`src/rtl/led_panel_pkg.sv`:
```
// Shared types and field layout for the BCM LED panel driver.
package led_panel_pkg;

  typedef enum logic [2:0] {
    ST_IDLE,
    ST_DATA,
    ST_LATCH,
    ST_ON,
    ST_OFF
  } state_t;

  // Pixel word is {R,G,B}, each colour_bits wide, R in the MSBs.
  function automatic int pix_w(input int colour_bits);
    return 3 * colour_bits;
  endfunction

  function automatic int r_off(input int colour_bits);
    return 2 * colour_bits;
  endfunction

  function automatic int g_off(input int colour_bits);
    return colour_bits;
  endfunction

  function automatic int b_off(input int colour_bits);
    return 0 * colour_bits;
  endfunction

endpackage

```
`src/rtl/led_panel_fb.sv`:
```
// Flop-based frame buffer: one write port with clear, two combinational
// plane-bit read ports (upper-half row and matching lower-half row).
module led_panel_fb
  import led_panel_pkg::*;
#(
  parameter int COLS       = 32,
  parameter int SCAN_ROWS  = 4,
  parameter int COLOR_BITS = 2,
  localparam int XW    = $clog2(COLS),
  localparam int RW    = $clog2(SCAN_ROWS),
  localparam int YW    = RW + 1,
  localparam int PW    = (COLOR_BITS > 1) ? $clog2(COLOR_BITS) : 1,
  localparam int PIX_W = pix_w(COLOR_BITS)
) (
  input  logic             clk,
  input  logic             reset_n,
  input  logic             clr_i,
  input  logic             wr_en_i,
  input  logic [XW-1:0]    wr_x_i,
  input  logic [YW-1:0]    wr_y_i,
  input  logic [PIX_W-1:0] wr_rgb_i,
  input  logic [XW-1:0]    rd_x_i,
  input  logic [RW-1:0]    rd_row_i,
  input  logic [PW-1:0]    rd_plane_i,
  output logic [2:0]       rgb0_o,
  output logic [2:0]       rgb1_o
);

  localparam int R_OFF = r_off(COLOR_BITS);
  localparam int G_OFF = g_off(COLOR_BITS);
  localparam int B_OFF = b_off(COLOR_BITS);

  logic [PIX_W-1:0] mem_q [2*SCAN_ROWS][COLS];
  logic [PIX_W-1:0] pix0, pix1, sh0, sh1;

  always_ff @(posedge clk) begin
    if (!reset_n || clr_i) begin
      for (int unsigned y = 0; y < 2 * SCAN_ROWS; y++) begin
        for (int unsigned x = 0; x < COLS; x++) begin
          mem_q[y][x] <= '0;
        end
      end
    end else if (wr_en_i && (int'(wr_x_i) < COLS)) begin
      mem_q[wr_y_i][wr_x_i] <= wr_rgb_i;
    end
  end

  // Lower-half row is row+SCAN_ROWS, i.e. the row address with the top y bit set.
  always_comb begin
    pix0   = mem_q[{1'b0, rd_row_i}][rd_x_i];
    pix1   = mem_q[{1'b1, rd_row_i}][rd_x_i];
    sh0    = pix0 >> rd_plane_i;
    sh1    = pix1 >> rd_plane_i;
    rgb0_o = {sh0[R_OFF], sh0[G_OFF], sh0[B_OFF]};
    rgb1_o = {sh1[R_OFF], sh1[G_OFF], sh1[B_OFF]};
  end

endmodule

```
`src/rtl/led_panel_bcm.sv`:
```
// HUB75-style 1/SCAN_ROWS-scan RGB panel driver using binary-coded modulation:
// shift a bit plane, latch it, light it for BLANK_BASE<<plane cycles, repeat.
module led_panel_bcm
  import led_panel_pkg::*;
#(
  parameter int COLS       = 32,
  parameter int SCAN_ROWS  = 4,
  parameter int COLOR_BITS = 2,
  parameter int BLANK_BASE = 16
) (
  input  logic                           clk,
  input  logic                           reset_n,
  input  logic                           enable,
  input  logic                           clr,
  input  logic                           wr_en,
  input  logic [$clog2(COLS)-1:0]        wr_x,
  input  logic [$clog2(2*SCAN_ROWS)-1:0] wr_y,
  input  logic [3*COLOR_BITS-1:0]        wr_rgb,
  output logic [1:0]                     red_out,
  output logic [1:0]                     green_out,
  output logic [1:0]                     blue_out,
  output logic                           sclk_out,
  output logic                           latch_out,
  output logic                           blank_out,
  output logic [$clog2(SCAN_ROWS)-1:0]   row_out,
  output logic                           frame_done
);

  localparam int XW     = $clog2(COLS);
  localparam int RW     = $clog2(SCAN_ROWS);
  localparam int PW     = (COLOR_BITS > 1) ? $clog2(COLOR_BITS) : 1;
  localparam int ON_MAX = BLANK_BASE << (COLOR_BITS - 1);
  localparam int ON_W   = (ON_MAX > 1) ? $clog2(ON_MAX) : 1;

  localparam logic [XW-1:0] COL_MAX   = XW'(COLS - 1);
  localparam logic [RW-1:0] ROW_MAX   = RW'(SCAN_ROWS - 1);
  localparam logic [PW-1:0] PLANE_MAX = PW'(COLOR_BITS - 1);

  state_t          state_q;
  logic [XW-1:0]   col_q;
  logic [RW-1:0]   row_q;
  logic [PW-1:0]   plane_q;
  logic [ON_W-1:0] on_q;
  logic [1:0]      red_q, green_q, blue_q;
  logic            gate_q, latch_q, blank_q, done_q;
  logic [2:0]      rgb0, rgb1;

  led_panel_fb #(
    .COLS       (COLS),
    .SCAN_ROWS  (SCAN_ROWS),
    .COLOR_BITS (COLOR_BITS)
  ) u_fb (
    .clk        (clk),
    .reset_n    (reset_n),
    .clr_i      (clr),
    .wr_en_i    (wr_en),
    .wr_x_i     (wr_x),
    .wr_y_i     (wr_y),
    .wr_rgb_i   (wr_rgb),
    .rd_x_i     (col_q),
    .rd_row_i   (row_q),
    .rd_plane_i (plane_q),
    .rgb0_o     (rgb0),
    .rgb1_o     (rgb1)
  );

  always_ff @(posedge clk) begin
    if (!reset_n) begin
      state_q <= ST_IDLE;
      col_q   <= '0;
      row_q   <= '0;
      plane_q <= PLANE_MAX;
      on_q    <= '0;
      red_q   <= '0;
      green_q <= '0;
      blue_q  <= '0;
      gate_q  <= 1'b0;
      latch_q <= 1'b0;
      blank_q <= 1'b1;
      done_q  <= 1'b0;
    end else begin
      latch_q <= 1'b0;
      done_q  <= 1'b0;
      case (state_q)
        ST_IDLE: begin
          blank_q <= 1'b1;
          gate_q  <= 1'b0;
          if (enable) begin
            state_q <= ST_DATA;
            col_q   <= COL_MAX;
          end
        end
        ST_DATA: begin
          red_q   <= {rgb1[2], rgb0[2]};
          green_q <= {rgb1[1], rgb0[1]};
          blue_q  <= {rgb1[0], rgb0[0]};
          gate_q  <= 1'b1;
          if (col_q == '0) state_q <= ST_LATCH;
          else             col_q   <= col_q - 1'b1;
        end
        ST_LATCH: begin
          gate_q  <= 1'b0;
          red_q   <= '0;
          green_q <= '0;
          blue_q  <= '0;
          latch_q <= 1'b1;
          on_q    <= ON_W'((BLANK_BASE << plane_q) - 1);
          state_q <= ST_ON;
        end
        ST_ON: begin
          // Outputs lag state by one cycle, so blank drops the cycle after latch.
          blank_q <= 1'b0;
          if (on_q == '0) state_q <= ST_OFF;
          else            on_q    <= on_q - 1'b1;
        end
        ST_OFF: begin
          blank_q <= 1'b1;
          if (plane_q == '0) begin
            plane_q <= PLANE_MAX;
            if (row_q == ROW_MAX) begin
              row_q  <= '0;
              done_q <= 1'b1;
            end else begin
              row_q <= row_q + 1'b1;
            end
          end else begin
            plane_q <= plane_q - 1'b1;
          end
          if (enable) begin
            state_q <= ST_DATA;
            col_q   <= COL_MAX;
          end else begin
            state_q <= ST_IDLE;
          end
        end
        default: state_q <= ST_IDLE;
      endcase
    end
  end

  assign red_out    = red_q;
  assign green_out  = green_q;
  assign blue_out   = blue_q;
  assign sclk_out   = gate_q ? ~clk : 1'b1;
  assign latch_out  = latch_q;
  assign blank_out  = blank_q;
  assign row_out    = row_q;
  assign frame_done = done_q;

endmodule

```
`config.mk`:
```
export PLATFORM = sky130hd
export DESIGN_NAME = led_panel_bcm
export DESIGN_NICKNAME = d
export VERILOG_FILES = /design/src/rtl/led_panel_pkg.sv /design/src/rtl/led_panel_fb.sv /design/src/rtl/led_panel_bcm.sv
export SDC_FILE = /design/constraint.sdc
export NUM_CORES = 2
export LEC_CHECK = 0
export CAP_MARGIN = 25
export CORE_MARGIN = 2
export CORE_UTILIZATION = 60
export DETAILED_ROUTE_END_ITERATION = 10
export DONT_BUFFER_PORTS = 1
export PLACE_DENSITY = 0.73
export SETUP_SLACK_MARGIN = 0.02
export SYNTH_ARGS = -nofsm -noshare
export SYNTH_HDL_FRONTEND = slang
export SYNTH_SLANG_ARGS = --single-unit
export TNS_END_PERCENT = 1
```
`constraint.sdc`:
```
create_clock -name clk -period 5.85 [get_ports clk]
set_clock_uncertainty 0.15 [all_clocks]
set_input_delay 0.585 -clock clk [delete_from_list [all_inputs] [get_ports clk]]
set_output_delay 0.585 -clock clk [all_outputs]
set_load 0.01 [all_outputs]
```
==> flow_summary.yaml <==
status:
  status: "finished with violations"
  violations: "slew limit"
hold_path:
  whs_path_depth: 3
  hp-start: "wr_y[0]"
  hold_class: "input pin to flop"
global_routing:
  grt_max_degree: 257
  grt_pass1_wl_um: 297000
  overflow: 0
  grt_pass1_vias: 44700
  grtUsageTotal: 0.318
  antenna_found_initial: 3
yosys:
  ys_seq_elements: 1564
  synth-edff-count: 1536
  yosys_most_used_dff: "edfxtp_1"
  synth_cells: 5423
  synth_top_cell_area_share: 0.624
  syn_area_um2: 74000
  yosysWarnings: 0
  synth_common_cells: "and3_1 (1,544), edfxtp_1 (1,536), clkbuf_1 (622)"
  synth_top_area_cell: "edfxtp_1"
  yosysMostFrequentCell: "and3_1"
  async_reset_ff_frac: 0
  yosysSeqAreaShare: 0.631
  synthTopCellsByArea: "edfxtp_1 (62%), and3_1 (13%), mux4_2 (10%)"
  synth_nets: 5445
  avgSynthCellArea_um2: 13.6
  ys_types: 65
floorplanning:
  die_y_um: 355
  core_um2: 122000
  pin_count: 31
  start_util: 0.606
  rows: 128
  dieWidth_um: 355
  die_area_um2: 126000
setup_path:
  path_class: "flop to flop"
  endpoint_kind: "flop"
  cp.required_ns: 6.51
  path_max_fanout: 37
  critPathArrivalTime_ns: 4.75
  rr_worst_depth: 7
  critPathLaunchType: "flop"
layout:
  layout.nets: 5002
  final_area_um2: 79700
  drive_gt1_frac: 0.155
  final_cells: 6739
  areaGrowthSynthToFinish_pct: 7.68
timing:
  period_minus_slack_ns: 4.09
  slew_headroom: -0.0490
  rsz0062_at_grt: "false"
  tightest_slew_ns: 1.57
  finalCritPeriodShare: 0.699
  whs_ns: 0.112
  fin_setup_tns_ns: 0
  finalSetupViolations: 0
  hold_viol: 0
  drv_slew: 96
  fmax_ghz: 0.245
pwr:
  p_leak_nw: 33.4
  p_sw_mw: 7.47
  ir_worst_vdd_mv: 0.435
  powerDensity_nw_per_um2: 339
  finalPower_mw: 27.0
  power_frac_seq: 0.492
  pwr-share-comb: 0.135
  swShare: 0.277
  clockPowerShare: 0.373
  p_int_mw: 19.5
placement:
  place_area_um2: 74300
  dp.final_hpwl_um: 114000
  dpl.cell_count: 6430
  numPortBuffers: 0
  gp_congestion: 0.910
routing:
  drtPass1Iterations: 6
  routed_wl_um: 200000
  remaining_drc_errors: 0
  wl_per_cell_um: 29.7
  ant_nets: 0
  drtIter0Drc: 6969
  viasPerCell: 6.91
  dr_total_vias: 46600
clock_tree:
  clk_latency_ns: 0.92
  path_clk_slew_ns: 0.06
  cts_tree: "done"
  postCtsSetupBuffers: 0
job:
  max-cap-violations: 0
-- through the flow --
stage                     utilization  setup slack, ns
after floorplan                     -             2.10
after global placement          0.609             1.74
after detailed placement        0.609             1.67
after CTS                       0.652             1.83
after global routing            0.653             1.69
final                           0.653             1.76
-- worst paths after layout --
check                                     endpoint  slack (ns)
worst min register to register          state_q[2]        0.34
worst min-delay path            u_fb.mem_q[2][124]        0.11
worst max register to register          red_out[0]        1.76
worst max-delay path                    red_out[0]        1.76
-- layer usage --
layer	vias up	GRT usage	routed length [µm]	part of all wire
met1	23400	0.447	74900	0.37
met5	-	0	13	0.000065
met4	2	0.122	7650	0.038
met3	427	0.0806	23600	0.12
met2	2958	0.484	93800	0.47
li1	19800	-	-	-
-- power by group through the flow --
stage / Combinational (mW) / Clock, mW / Sequential, mW
after floorplan: 1.95 / 0.00169 / 13.2
after global placement: 3.30 / 0.00168 / 13.5
after detailed placement: 3.32 / 0.00168 / 13.5
after global routing: 3.72 / 10.5 / 13.3
after CTS: 3.53 / 10.1 / 13.3
final: 3.65 / 10.1 / 13.3
-- what timing repair did --
item,CTS,global route
gates resized for setup,0,0
endpoints found under the hold margin,1554,0
endpoints found under the setup margin,0,0
hold buffers,10,0
-- cells in the final DEF (no fill, tap or decap), types with 7 or more instances in the layout --
cell and count:
a211oi_1 19, and3_1 1543, clkinv_8 7, mux2i_1 125, o211ai_1 9, clkinv_1 33
inv_1 7, clkbuf_1 38, clkbuf_16 165, bufinv_16 12, nand3_1 22, o21ai_0 32
o22ai_1 21, edfxtp_1 1536, nor2_2 32, a31oi_1 11, diode_2 8, o221ai_1 36
nand3b_1 7, nor2_1 27, nor3_1 15, a22o_1 8, a32oi_1 10, mux2_2 41
a21oi_1 50, a221oi_1 23, clkinv_2 23, dfxtp_1 22, nand2_1 597, a22oi_1 36
mux4_2 330, buf_4 104, buf_12 22
-- kinds of logic after synthesis --
| family | count (synthesis) | synth area share |
|---|---|---|
| adder cells (fa/ha/maj) | 3 | 0.000507 |
| AO/OA/AOI/OAI | 299 | 0.0293 |
| buffers and inverters | 753 | 0.0421 |
| multiplexers | 496 | 0.124 |
| XOR/XNOR | 4 | 0.000474 |
| AND/OR/NAND/NOR | 2304 | 0.173 |
| flip-flops | 1564 | 0.631 |
-- layout make-up --
class / count / area [µm²]
multi-input cells: 3106 / 24300
fillers: 8406 / 42400
well taps: 1625 / 2030
clock inverters: 86 / 805
clock buffers: 204 / 4290
repair buffers: 137 / 1440
diodes: 8 / 20.0
inverters: 9 / 36.3
flip-flops and latches: 1564 / 46700
-- registers in the layout, indices dropped and copies added, names as in the netlist, named ones only --
| name | count |
|---|---|
| state_q | 3 |
| gate_q | 1 |
| on_q | 5 |
| u_fb.mem_q | 1536 |
| col_q | 5 |
| red_out | 2 |
| row_out | 2 |
| blank_out | 1 |
| green_out | 2 |
| frame_done | 1 |
| blue_out | 2 |
| latch_out | 1 |
| plane_q | 1 |
-- critical path: stages, from the launching register on --
cell and delay [ns]:
dfxtp_4 0.93, buf_4 0.44, mux4_2 0.54, a22o_1 0.24, a211o_1 0.30, a21boi_0 0.90
o21ai_0 0.18, a22o_1 0.25
Power figures use the tool's default switching activity.
